===== src/rtl/capture_pkg.sv =====
// capture_pkg: shared state type and default sizes for the capture sequencer.
package capture_pkg;
    typedef enum logic [1:0] {IDLE, FILL, FULL} cap_state_t;
    localparam int CAP_WORD_SIZE = 10;
    localparam int CAP_ADDR_W    = 4;
    localparam int RD_LAT        = 3;
endpackage


===== src/rtl/ram_port_arbiter.sv =====
// ram_port_arbiter: grants the single RAM port to a capture write or a pending read,
// and carries one outstanding read through address and data capture stages.
module ram_port_arbiter import capture_pkg::*; #(
    parameter int WORD_SIZE = CAP_WORD_SIZE,
    parameter int ADDR_W    = CAP_ADDR_W
) (
    input  logic                 clk,
    input  logic                 rst_n,
    input  logic                 wr_en,
    input  logic [ADDR_W-1:0]    wr_addr,
    input  logic [WORD_SIZE-1:0] wr_data,
    input  logic                 rd_req,
    input  logic [ADDR_W-1:0]    rd_addr,
    input  logic [WORD_SIZE-1:0] ram_rdata,
    output logic                 ram_we,
    output logic [ADDR_W-1:0]    ram_addr,
    output logic [WORD_SIZE-1:0] ram_wdata,
    output logic                 rd_valid,
    output logic [WORD_SIZE-1:0] rd_data
);
    logic [RD_LAT-2:0] rd_pipe;
    logic              rd_grant;

    // rd_valid is part of the outstanding window so rd_req is not re-sampled alongside it
    assign rd_grant = rd_req && !wr_en && !(|rd_pipe) && !rd_valid;

    always_ff @(posedge clk or negedge rst_n) begin
        if (!rst_n) begin
            ram_we    <= 1'b0;
            ram_addr  <= '0;
            ram_wdata <= '0;
            rd_pipe   <= '0;
            rd_valid  <= 1'b0;
            rd_data   <= '0;
        end else begin
            ram_we <= wr_en;
            if (wr_en) begin
                ram_addr  <= wr_addr;
                ram_wdata <= wr_data;
            end else if (rd_grant) begin
                ram_addr <= rd_addr;
            end
            rd_pipe  <= {rd_pipe[RD_LAT-3:0], rd_grant};
            rd_valid <= rd_pipe[RD_LAT-2];
            if (rd_pipe[RD_LAT-2])
                rd_data <= ram_rdata;
        end
    end
endmodule


===== src/rtl/capture_sequencer.sv =====
// capture_sequencer: fills the sample RAM from address 0 after arm and arbitrates readout.
// Optional CAPTURE_OVERRUN_CNT_EN adds a saturating count of samples dropped while FULL.
module capture_sequencer import capture_pkg::*; #(
    parameter int WORD_SIZE = CAP_WORD_SIZE,
    parameter int ADDR_W    = CAP_ADDR_W
) (
    input  logic                 clk,
    input  logic                 rst_n,
    input  logic                 arm,
    input  logic                 sample_valid,
    input  logic [WORD_SIZE-1:0] sample_data,
    input  logic                 rd_req,
    input  logic [ADDR_W-1:0]    rd_addr,
    output logic                 rd_valid,
    output logic [WORD_SIZE-1:0] rd_data,
    output logic                 ram_we,
    output logic [ADDR_W-1:0]    ram_addr,
    output logic [WORD_SIZE-1:0] ram_wdata,
    input  logic [WORD_SIZE-1:0] ram_rdata,
    output logic                 busy,
    output logic                 done,
`ifdef CAPTURE_OVERRUN_CNT_EN
    output logic [7:0]           overrun_cnt,
`endif
    output logic [ADDR_W:0]      fill_count
);
    localparam int DEPTH = 2**ADDR_W;

    cap_state_t          state, state_d;
    logic [ADDR_W:0]     fill_d;
    logic                wr_en;

    assign wr_en = (state == FILL) && sample_valid && !arm;
    assign busy  = (state == FILL);
    assign done  = (state == FULL);

    always_ff @(posedge clk or negedge rst_n) begin
        if (!rst_n) begin
            state      <= IDLE;
            fill_count <= '0;
        end else begin
            state      <= state_d;
            fill_count <= fill_d;
        end
    end

    always_comb begin
        state_d = state;
        fill_d  = fill_count;
        if (arm) begin
            state_d = FILL;
            fill_d  = '0;
        end else if (wr_en) begin
            fill_d = fill_count + 1'b1;
            if (fill_count == (ADDR_W+1)'(DEPTH-1))
                state_d = FULL;
        end
    end

`ifdef CAPTURE_OVERRUN_CNT_EN
    always_ff @(posedge clk or negedge rst_n) begin
        if (!rst_n)
            overrun_cnt <= '0;
        else if (arm)
            overrun_cnt <= '0;
        else if (state == FULL && sample_valid && overrun_cnt != 8'hff)
            overrun_cnt <= overrun_cnt + 8'd1;
    end
`endif

    ram_port_arbiter #(.WORD_SIZE(WORD_SIZE), .ADDR_W(ADDR_W)) u_arb (
        .clk       (clk),
        .rst_n     (rst_n),
        .wr_en     (wr_en),
        .wr_addr   (fill_count[ADDR_W-1:0]),
        .wr_data   (sample_data),
        .rd_req    (rd_req),
        .rd_addr   (rd_addr),
        .ram_rdata (ram_rdata),
        .ram_we    (ram_we),
        .ram_addr  (ram_addr),
        .ram_wdata (ram_wdata),
        .rd_valid  (rd_valid),
        .rd_data   (rd_data)
    );
endmodule


===== config.mk =====
export PLATFORM = sky130hd
export DESIGN_NAME = capture_sequencer
export DESIGN_NICKNAME = d
export VERILOG_FILES = /design/src/rtl/capture_pkg.sv /design/src/rtl/ram_port_arbiter.sv /design/src/rtl/capture_sequencer.sv
export SDC_FILE = /design/constraint.sdc
export NUM_CORES = 1
export LEC_CHECK = 0
export CAP_MARGIN = 20
export CELL_PAD_IN_SITES_DETAIL_PLACEMENT = 1
export CELL_PAD_IN_SITES_GLOBAL_PLACEMENT = 2
export CORE_ASPECT_RATIO = 1.4
export CORE_UTILIZATION = 24
export DETAILED_ROUTE_END_ITERATION = 10
export GPL_TIMING_DRIVEN = 0
export PLACE_DENSITY_LB_ADDON = 0.12
export SLEW_MARGIN = 0
export SYNTH_ARGS = -nofsm -noshare
export SYNTH_HDL_FRONTEND = slang
export SYNTH_SLANG_ARGS = --single-unit

===== constraint.sdc =====
create_clock -name clk -period 1.25 [get_ports clk]
set_input_delay 0.25 -clock clk [delete_from_list [all_inputs] [get_ports clk]]
set_output_delay 0.25 -clock clk [all_outputs]
set_load 0.005 [all_outputs]

-- Word-level counts from Yosys, hierarchy flattened
Cells that the tools add are included.
- register bits after elaboration: 35
- latch bits: 0
- bits in writable memories: 0
- bits in read-only memories: 0
- bits of input ports: 29
- output and inout bits: 33
- word-level logic and storage cells: 33
- memories kept: 0
- add/subtract/negate cells: 1
- $mul: 0
- div/mod/pow operators: 0
- magnitude comparators: 0
- eq/ne operators: 3
- shift-type cells: 0
- multiplexer cells: 7
- bitwise logic cells: 0
- reductions and logical operators: 14
- operators by type and width (cell ; number):
    two-way mux 5 bit ; 2
    two-way mux 4 bit ; 2
    two-way mux 2 bit ; 3
    nonzero test 2 bit ; 3
    adder 5 x 1 -> 5 bit, second input constant ; 1
    == test 5 x 4 -> 1 bit, second input constant ; 1
    logical AND 1 bit ; 5
    zero test 1 bit ; 4
    == test 2 x 1 -> 1 bit, second input constant ; 1
    == test 2 bit, second input constant ; 1
    AND reduction 2 bit ; 1
    OR reduction 2 bit ; 1

-- Longest topological paths before layout
- depth after elaboration: 9
- mapped depth: 5

-- Hierarchy
Synthesis repeated with hierarchy kept, for this count alone.
- cells, all modules: 102
- area total of the unflattened synthesis: 1405.1 um2
- modules (own cells, without submodules) (module ; instances ; cells an instance ; area each (um2)):
    ram_port_arbiter ; 1 ; 65 ; 1046.0
    capture_sequencer ; 1 ; 37 ; 359.1

-- Worst setup path before layout
OpenSTA, ideal clock, no wires.
- path type: reg2reg
- start point: reg fill_count[0]
- end point: reg fill_count[4]
- library setup time: 0.094 ns
- arrival: 1.219 ns
- data required time: 1.156 ns
- setup slack: -0.063 ns
- cell stages (with the launch flop): 5
- path buffers: 0
- cells stage by stage: dfrtp_1 -> ha_1 -> and3_1 -> ha_1 -> a211oi_1
- cells in the longest elaborated chain, start to end: 3
- RTL lines (item ; RTL line ; text):
    start: declaration ; capture_sequencer.sv:25 ; output logic [ADDR_W:0] fill_count
    start signal: assignment ; capture_sequencer.sv:43 ; fill_count <= fill_d;
    adder 5 x 1 -> 5 bit ; capture_sequencer.sv:54 ; fill_d = fill_count + 1'b1;
    two-way mux 5 bit ; capture_sequencer.sv:53 ; end else if (wr_en) begin
    two-way mux 5 bit ; capture_sequencer.sv:50 ; if (arm) begin
Every way passes these cells. The select of a mux whose other input is x is not followed.
A chain may end at the register's enable or synchronous reset.

-- Worst setup path after layout
- start point: reg state[1]
- end point: reg u_arb.ram_wdata[5]
- cells in the longest elaborated chain, start to end: 3
- RTL lines (item ; RTL line ; text):
    start: declaration ; capture_sequencer.sv:29 ; cap_state_t state, state_d;
    start signal: assignment ; capture_sequencer.sv:42 ; state <= state_d;
    == test 2 x 1 -> 1 bit ; capture_sequencer.sv:33 ; assign wr_en = (state == FILL) && sample_valid && !arm;
    logical AND 1 bit (2 in a row) ; capture_sequencer.sv:33 ;
    end signal: assignment ; ram_port_arbiter.sv:39 ; ram_wdata <= wr_data;
    end: declaration ; ram_port_arbiter.sv:17 ; output logic [WORD_SIZE-1:0] ram_wdata,
Every way passes these cells.

==> metrics.md <==
| Metric | Value |
|---|---|
| RR Endpoint | `u_arb.ram_wdata[5]$_DFFE_PN0P_` |
| Slew @ Worst Pin | `0.7683 ns` |
| Share of cells above drive strength 1 | `41.58%` |
| Area grow syn2layout | `69.97%` |
| HPWL Detailed | `2611 µm` |
| Syn avg cell area | `14.34 µm²` |
| Final count of hold timing violations | `0` |
| Arr. time, crit path | `1.60 ns` |
| Worst VDD drop | `0.4731 mV` |
| Slew HR | `48.78%` |
| Syn Nets | `133` |
| Final Wtd Congestion | `0.6956` |
| # clock sinks | `35` |
| Crit share post-route | `114.2%` |
| Status | `finished, violations left` |
| ANT cells | `0` |
| Setup tns final | `-2.472 ns` |
| Clk slew on worst S/H paths | `0.07 ns` |
| Std cell rows | `33` |
| Ys async rst share | `100.0%` |
| Clk root buf | `clkbuf_8` |
| Die outline width | `67.98 µm` |
| F_max | `700.2 MHz` |
| Crit Path Max Fanout | `5` |
| Global-route wire length before repair | `5906 µm` |
| Ports | `62` |
| Sequential share of the synthesized area | `59.88%` |
| #FFs+latches synth | `35` |
| Overflow after GRT | `0` |
| H-tree levels | `2` |
| Worst setup EP type | `register` |
| Num CTS Buffers | `5` |
| # DRC | `0` |
| Fin cells | `260` |
| Max Slew Vio Count | `0` |
| Min Tclk post-route | `1.428 ns` |
| Setup Skew | `0.005930 ns` |
| Post-layout util | `42.40%` |
| Critical path class | `register to register` |
| Initial DRC count | `31` |
| Die Y | `94.37 µm` |
| Reg-to-reg critical path startpoint | `state[1]$_DFFE_PN0P_` |
| Most common cell in the netlist | `dfrtp_1` |
| Vias per cell | `4.331` |
| FF-to-FF setup slack | `-0.18 ns` |
| Worst-Skew Late Latency | `0.28 ns` |
| Final net count | `220` |
| ANT nets after route | `0` |
| Netlist Area Pre-Place | `1463 µm²` |
| RSZ-0062 raised after global routing | `yes` |
| Hold_buf cts | `0` |
| Req. time, crit path | `1.42 ns` |
| Total die area | `6415 µm²` |
| Buffer depth of the longest clock path | `2` |
| Most frequent cells after synthesis | `35 x dfrtp_1, 10 x mux2_2, 10 x mux2_4, 7 x nand2_1` |
| Starting Density | `24.95%` |
| Worst setup margin | `-0.1781 ns` |
| CTS tree | `built` |
| Routed via count | `1126` |
| Wirelength per Cell | `14.47 µm` |
| Port bufs | `60` |
| Post-Syn Instances | `102` |
| Count of cell types in the netlist | `26` |
| R2r worst-path depth | `4` |
| Min-delay worst type | `input pin to asynchronous set/reset pin` |
| Core box area | `5863 µm²` |
| Initial antenna violation count | `0` |
| Pre-CTS setup slack | `-0.3772 ns` |
| Largest net degree at the start of global routing | `36` |
| Failing checks | `negative setup slack` |
| Pwr per Cell Area | `1342 nW/µm²` |
| Max Cap Viol | `0` |
| Lkg Pwr | `1.148 nW` |
| CP Launch Type | `register` |
| Total GRT Usage | `12.87%` |
| Ys Warns | `0` |
| DRT Wirelength | `3763 µm` |
| Placed insts | `232` |
| Ys flop type | `dfrtp_1` |
| Number of synthesized flops with an enable pin | `0` |
| Top cells by area, synth | `dfrtp_1 60%, mux2_4 10%, mux2_2 7.7%` |
| Final Setup Violations | `20` |
| Cell accounting for the most synthesized area | `dfrtp_1` |
| Vias in the first global route | `1251` |
| Yosys top cell area share | `59.88%` |
| Drt pass-1 iters | `3` |
-- per-stage QoR --
step	cell area, µm²	hold WS [ns]	power [W]
floorplan	1469	-0.04559	0.001784
global placement	2157	0.4153	0.002327
detailed placement	2152	0.3879	0.002366
CTS	2424	0.06966	0.003380
global route	2486	0.1072	0.003529
finish	2486	0.03207	0.003336
-- critical path, stage by stage (launching register included) --
cell,delay (ns)
dfrtp_1,0.40
buf_6,0.12
and4bb_4,0.33
buf_6,0.15
mux2_4,0.31
-- layout by cell type, fill, tap and decap left out, types with 5 or more instances in the layout --
cell type / synthesis / routed
mux2_2: 10 / 10
dfrtp_1: 35 / 34
dlygate4sd2_1: 0 / 28
clkbuf_8: 0 / 6
clkdlybuf4s50_1: 0 / 26
buf_6: 1 / 7
buf_4: 1 / 17
mux2_4: 10 / 10
nand2_1: 7 / 5
-- kinds of logic after synthesis --
group	after synthesis	share of synthesized area [%]
multiplexers	24	20.70
adder cells (fa/ha/maj)	2	1.711
buffers and inverters	8	2.994
AND/OR/NAND/NOR	20	8.640
flip-flops	35	59.88
AO/OA/AOI/OAI	12	5.475
XOR/XNOR	1	0.5989
-- how the worst max path moves through the flow --
| stage | end | depth (start not counted) | startpoint |
|---|---|---|---|
| global route | u_arb.ram_wdata[5]$_DFFE_PN0P_ | 4 | state[1]$_DFFE_PN0P_ |
| global placement | u_arb.ram_wdata[2]$_DFFE_PN0P_ | 1 | rst_n |
| detailed placement | u_arb.ram_wdata[5]$_DFFE_PN0P_ | 4 | sample_valid |
| finish | u_arb.ram_wdata[5]$_DFFE_PN0P_ | 4 | state[1]$_DFFE_PN0P_ |
| floorplan | fill_count[4]$_DFFE_PN0P_ | 4 | fill_count[0]$_DFFE_PN0P_ |
| CTS | u_arb.ram_wdata[5]$_DFFE_PN0P_ | 4 | state[1]$_DFFE_PN0P_ |
-- metal layers --
metal / vias up / track usage [%] / wire, µm
met2: 40 / 22.88 / 2069
li1: 523 / - / -
met5: - / 0 / 0
met3: 5 / 4.106 / 286
met4: 0 / 5.729 / 66
met1: 558 / 13.29 / 1340
-- registers in the layout, indices dropped and copies added (netlist names) --
register / flops
u_arb.ram_wdata: 10
u_arb.rd_data: 10
fill_count: 5
u_arb.ram_addr: 4
state: 2
u_arb.rd_pipe: 2
u_arb.ram_we: 1
u_arb.rd_valid: 1
-- power breakdown --
part / internal (W) / switching (W)
Sequential: 0.00134 / 0.000100
Clock: 0.000645 / 0.000399
Combinational: 0.000560 / 0.000296
Total: 0.00254 / 0.000795
-- cell type report --
type                    instances  area [µm²]
clock buffers                   6       82.58
repair buffers                 81       724.4
multi-input cells              59       625.6
flip-flops and latches         35       877.1
inverters                       3       11.26
plain buffers                   4       42.54
fillers                       639        3377
clock inverters                 2       35.03
well taps                      70       87.58
-- repair_timing --
| action | CTS | global route |
|---|---|---|
| cloned | 1 | 0 |
| setup endpoints to repair | 52 | 25 |
| gates resized for setup | 54 | 18 |
| pin swaps | 9 | 5 |
| buffers inserted | 18 | 2 |
Power figures use the tool's default switching activity.
==> RTL edit 1 (same settings) <==
Set the package constant `RD_LAT` to 5 (it was 3).
--- a/src/rtl/capture_pkg.sv
+++ b/src/rtl/capture_pkg.sv
@@ -5,3 +5,3 @@
     localparam int CAP_ADDR_W    = 4;
-    localparam int RD_LAT        = 3;
+    localparam int RD_LAT        = 5;
 endpackage
Check against the original RTL: not equivalent (Yosys sat finds a counterexample within 4 cycles, from zero or initial values and one cycle with rst_n low).
==> RTL edit 1 against the original RTL <==
The run still ends with negative setup slack left. Wire length up 12%. Cell count rose by 2.7%. Power rose by 27%. Synthesized area grew 2.7%. Critical path type unchanged. Sequential cell count increased by 2. Sequential power is 17% higher. Setup slack better by 0.052 ns. Design area grew 5.2%.
==> RTL edit 1: results (changes against the original RTL) <==
The flow ran to the end, but the final reports show violations. The final reports fail on negative setup slack. The logs give 0.00875 ns (+0.00282 ns) for the setup skew after layout and -1.28 ns (+1.19 ns) for the aggregate negative setup slack. The filler cell count in the final layout is 636 (-0.47%).

The number of standard cells in the final layout excluding fillers came out at 267 (+2.7%). The largest net degree at the start of global routing is 38 (+5.6%), and the mean routed wirelength per cell is 15.8 um (+9.1%). The worst-path maximum fanout was 7 (+2); the total placed instance area was 0.00219 mm^2 (+1.9%). The tools report the final layout net count as 227 (+3.2%). The tools report the via count of the first global-routing pass as 1317 (+5.3%).

The arrival time of data at the critical path endpoint is 1.55 ns (-0.05 ns). Ranked by total cell area, the synthesized netlist is headed by dfrtp_1 (62%), mux2_2 (12%), mux2_4 (4.0%). Post-route met1 wirelength: 1530 um (+14%).

The worst slack at placement came out at -0.551 ns (-0.174 ns). The worst supply voltage drop on vdd is 0.547 mV (+16%). The worst hold path belongs to the class input port to async pin. The vias after detailed routing is 1213 (+7.7%), and the number of distinct library cells after synthesis is 30 (+15%).

The logs give -0.127 ns (+0.0516 ns) for the final critical-path setup slack and 0.249 (+0.0204) for the global-route met2 utilization. The number of instances in the synthesized netlist is 107 (+4.9%). The global-route met3 utilization was 0.0323 (-0.00877); the standby leakage power was 1.17 nW (+2.1%). The logs give 0 (unchanged) for the number of warnings issued by yosys and 237 (+2.2%) for the cell count after placement. The logs give 2370 um (+14%) for the met2 routed wirelength and 17 (-15%) for the final setup violation count. The run gives 0.350 (+0.093) as the fraction of power consumed by combinational cells. The register area share after synthesis was 0.616 (+0.0174); the global-route wire length before repair was 6440 um (+9.0%). The placed wire-length estimate after detailed placement was 2860 um (+9.4%); the wire length on met3 was 235 um (-18%). The post-synth net total was 138 (+3.8%); the combinational group power was 0.00149 W (+74%).

The run gives 0.136 (+0.00703) as the global-route usage over all layers. The commonest cells after synthesis are dfrtp_1 (37), mux2_2 (16), o21ai_0 (6). Global-route met1 utilization: 0.146 (+0.0126). The ratio of cells with drive above 1 in the final layout was 0.396 (-0.0199). The global placement routability congestion is 0.711 (+2.2%), and the worst slew slack as a fraction of its limit is 0.448 (-0.0400). The largest registers in the layout are u_arb.ram_wdata: 10 flops, u_arb.rd_data: 10 flops, fill_count: 5 flops. The initial detailed-routing violation count came out at 30 (-3.2%).
-- RTL edit 1: cell count changes after synthesis, sizes merged, moves of 2 or more --
cell	unedited run	this run
mux2i	4	0
nor2b	2	0
nand2	7	3
a2bb2oi	0	4
dfrtp	35	37
a31oi	0	4
-- RTL edit 1: repair_timing --
item | CTS | global route
buffers inserted | 21 | 2
gates cloned | 1 | 0
gates resized for setup | 64 | 13
pin swaps | 9 | 8
endpoints found under the setup margin | 52 | 34
hold buffers | 0 | 0
-- RTL edit 1: kinds of logic (layout without fill, tap and decap cells) --
group / count (synthesis) / after routing / share of synthesized area
AOI/OAI and AO/OA: 20 / 20 / 0.0833
buffers and inverters: 8 / 98 / 0.0400
adders and majority gates: 2 / 2 / 0.0167
xor gates and xnor gates: 1 / 1 / 0.00583
DFF: 37 / 37 / 0.616
and+or+nand+nor: 19 / 19 / 0.0783
muxes: 20 / 20 / 0.160
-- RTL edit 1: path summary, 6_finish.rpt --
kind	from	end	slack (ns)	cells past startpoint
setup / recovery	state[1]	u_arb.ram_wdata[8]	-0.13	5
hold / removal	rst_n	u_arb.rd_data[5]	0.06	1
setup reg to reg	state[1]	u_arb.ram_wdata[8]	-0.13	5
hold reg to reg	u_arb.rd_pipe[2]	u_arb.rd_pipe[3]	0.43	0
max in group asynchronous	rst_n	fill_count[0]	0.62	1
min in group clk	arm	fill_count[0]	0.33	2
-- RTL edit 1: layout make-up --
cell class / count / area share
Buffer: 3 / 0.0120
Clock buffer: 7 / 0.0330
Clock inverter: 1 / 0.0115
Inverter: 4 / 0.00957
Multi-Input combinational cell: 62 / 0.255
Sequential cell: 37 / 0.355
Tap cell: 70 / 0.0335
Timing Repair Buffer: 83 / 0.291
==> RTL edit 2 (same flow settings) <==
Without the edit above. One comparison of `fill_count` changes from == to >=.
--- a/src/rtl/capture_sequencer.sv
+++ b/src/rtl/capture_sequencer.sv
@@ -54,3 +54,3 @@
             fill_d = fill_count + 1'b1;
-            if (fill_count == (ADDR_W+1)'(DEPTH-1))
+            if (fill_count >= (ADDR_W+1)'(DEPTH-1))
                 state_d = FULL;
Formal check against the unedited RTL: same outputs for any inputs over 10 cycles, from zero or initial values and one cycle with rst_n low; that may be too few to reach the edited logic, so the function may still have changed.
==> RTL edit 2 against the original RTL <==
The run still ends with negative setup slack left. Power rose by 6.7%. Critical path type unchanged. Design area grew 0.10%. Cell count is 1.2% higher. Wire length grew 1.2%. Setup slack improved by 0.096 ns. Synthesized area is 0.94% higher. Sequential cell count unchanged. Count of clock-buffer cells in the layout increased by 2. Sequential power up 7%. Worst hold slack better by 0.020 ns.
==> RTL edit 2: results (changes against the original RTL) <==
The run finished, with violations left. The final reports fail on negative setup slack. The switching component of the power was 0.000916 W (+15%); the final wirelength was 3810 um (+1.2%). The final layout net count came out at 223 (+1.4%).

The global placement routability congestion came out at 0.698 (+0.36%). The run gives 659 (+3.1%) as the filler cell count in the final layout. The compound-cell area share of the yosys netlist was 0.0593 (+0.00457); the worst supply voltage drop on vdd was 0.727 mV (+54%). The routed via count divided by cell count came out at 4.40 (+1.7%). The arrival time of data at the critical path endpoint was 1.50 ns (-0.10 ns). The global-route met3 utilization was 0.0362 (-0.00483); the global-route wire length before repair was 5840 um (-1.2%). The placed wire-length estimate after detailed placement is 2630 um (+0.62%), and the hold slack is 0.0519 ns (+0.0198 ns).

The standby leakage power came out at 1.12 nW (-2.2%). The final setup violation count came out at 18 (-10%). The final critical-path setup slack came out at -0.0823 ns (+0.0958 ns).

The ratio of cells with drive above 1 in the final layout came out at 0.415 (-0.00128). The global-route usage over all layers came out at 0.125 (-0.00333). For the via count of the first global-routing pass, the log shows 1194 (-4.6%). In the post-synthesis netlist, the biggest area contributors are dfrtp_1 (59%), mux2_4 (10%), mux2_2 (7.6%). The logs give 27 (+3.8%) for the number of distinct library cells after synthesis and 0.593 (-0.00558) for the register area share after synthesis.

The initial detailed-routing violation count was 23 (-26%); the global-route met1 utilization was 0.136 (+0.00325). Launching point of the worst reg2reg path: state[0]. The aggregate negative setup slack was -1.07 ns (+1.41 ns).
RTL edit 2: changes by cell type after synthesis, sizes merged:
cell	delta
o31ai	+1
buf	+1
clkbuf	-1
and4	+1
nand2	-1
RTL edit 2: worst max-delay path by stage:
stage / slack, ns / startpoint / end / cells after the start
after floorplan: -0.03 / fill_count[0] / state[1] / 5
after global placement: -0.84 / rst_n / u_arb.ram_wdata[5] / 1
after detailed placement: -0.38 / sample_valid / u_arb.ram_wdata[6] / 4
after CTS: -0.1 / state[0] / u_arb.ram_wdata[7] / 4
after global routing: -0.13 / state[1] / u_arb.ram_wdata[4] / 3
final: -0.08 / state[0] / u_arb.ram_wdata[7] / 4
RTL edit 2: layout make-up:
cell class	instances	area [um^2]	area share
plain buffers	5	43.8	0.0176
clock buffers	8	100	0.0402
inverters	3	11.3	0.00452
multi-input cells	60	634	0.255
flip-flops and latches	35	881	0.354
well taps	70	87.6	0.0352
repair buffers	82	731	0.294
RTL edit 2: repair_timing:
item                                    CTS  global route
pin swaps                                 4             3
resized for setup                        51            20
gates cloned                              0             1
endpoints found under the setup margin   51            26
buffers inserted                         18             4
RTL edit 2: cell families after synthesis:
logic type	after synthesis
flip-flops	35
buffers and inverters	8
XOR/XNOR	1
AO/OA/AOI/OAI	13
multiplexers	24
adder cells (fa/ha/maj)	2
AND/OR/NAND/NOR	20
RTL edit 2: routing by layer:
layer / vias up / wire length (um)
met5: - / 0
met2: 41 / 2010
met3: 6 / 269
li1: 537 / -
met4: 0 / 74
met1: 574 / 1460
RTL edit 2: through the flow:
| step | instance area (um^2) | instances |
|---|---|---|
| 2_1_floorplan | 1510 | 103 |
| 3_3_place_gp | 2200 | 233 |
| 3_5_place_dp | 2200 | 233 |
| 4_1_cts | 2420 | 258 |
| 5_1_grt | 2490 | 263 |
| 6_report | 2490 | 263 |
RTL edit 2: power groups by stage:
stage	clock (W)	combinational (W)	sequential, W
6_report	0.000891	0.00113	0.00154
5_1_grt	0.000987	0.00124	0.00158
4_1_cts	0.000935	0.00111	0.00154
2_1_floorplan	0	0.000406	0.00158
3_5_place_dp	0	0.00112	0.00158
3_3_place_gp	0	0.00110	0.00156
RTL edit 2: worst max-delay path, delay by kind of cell, from the launching register on:
family                 cells  cell delay (ns)
muxes                      1             0.29
and+or+nand+nor            1             0.26
buffers and inverters      2             0.28
DFF                        1             0.39
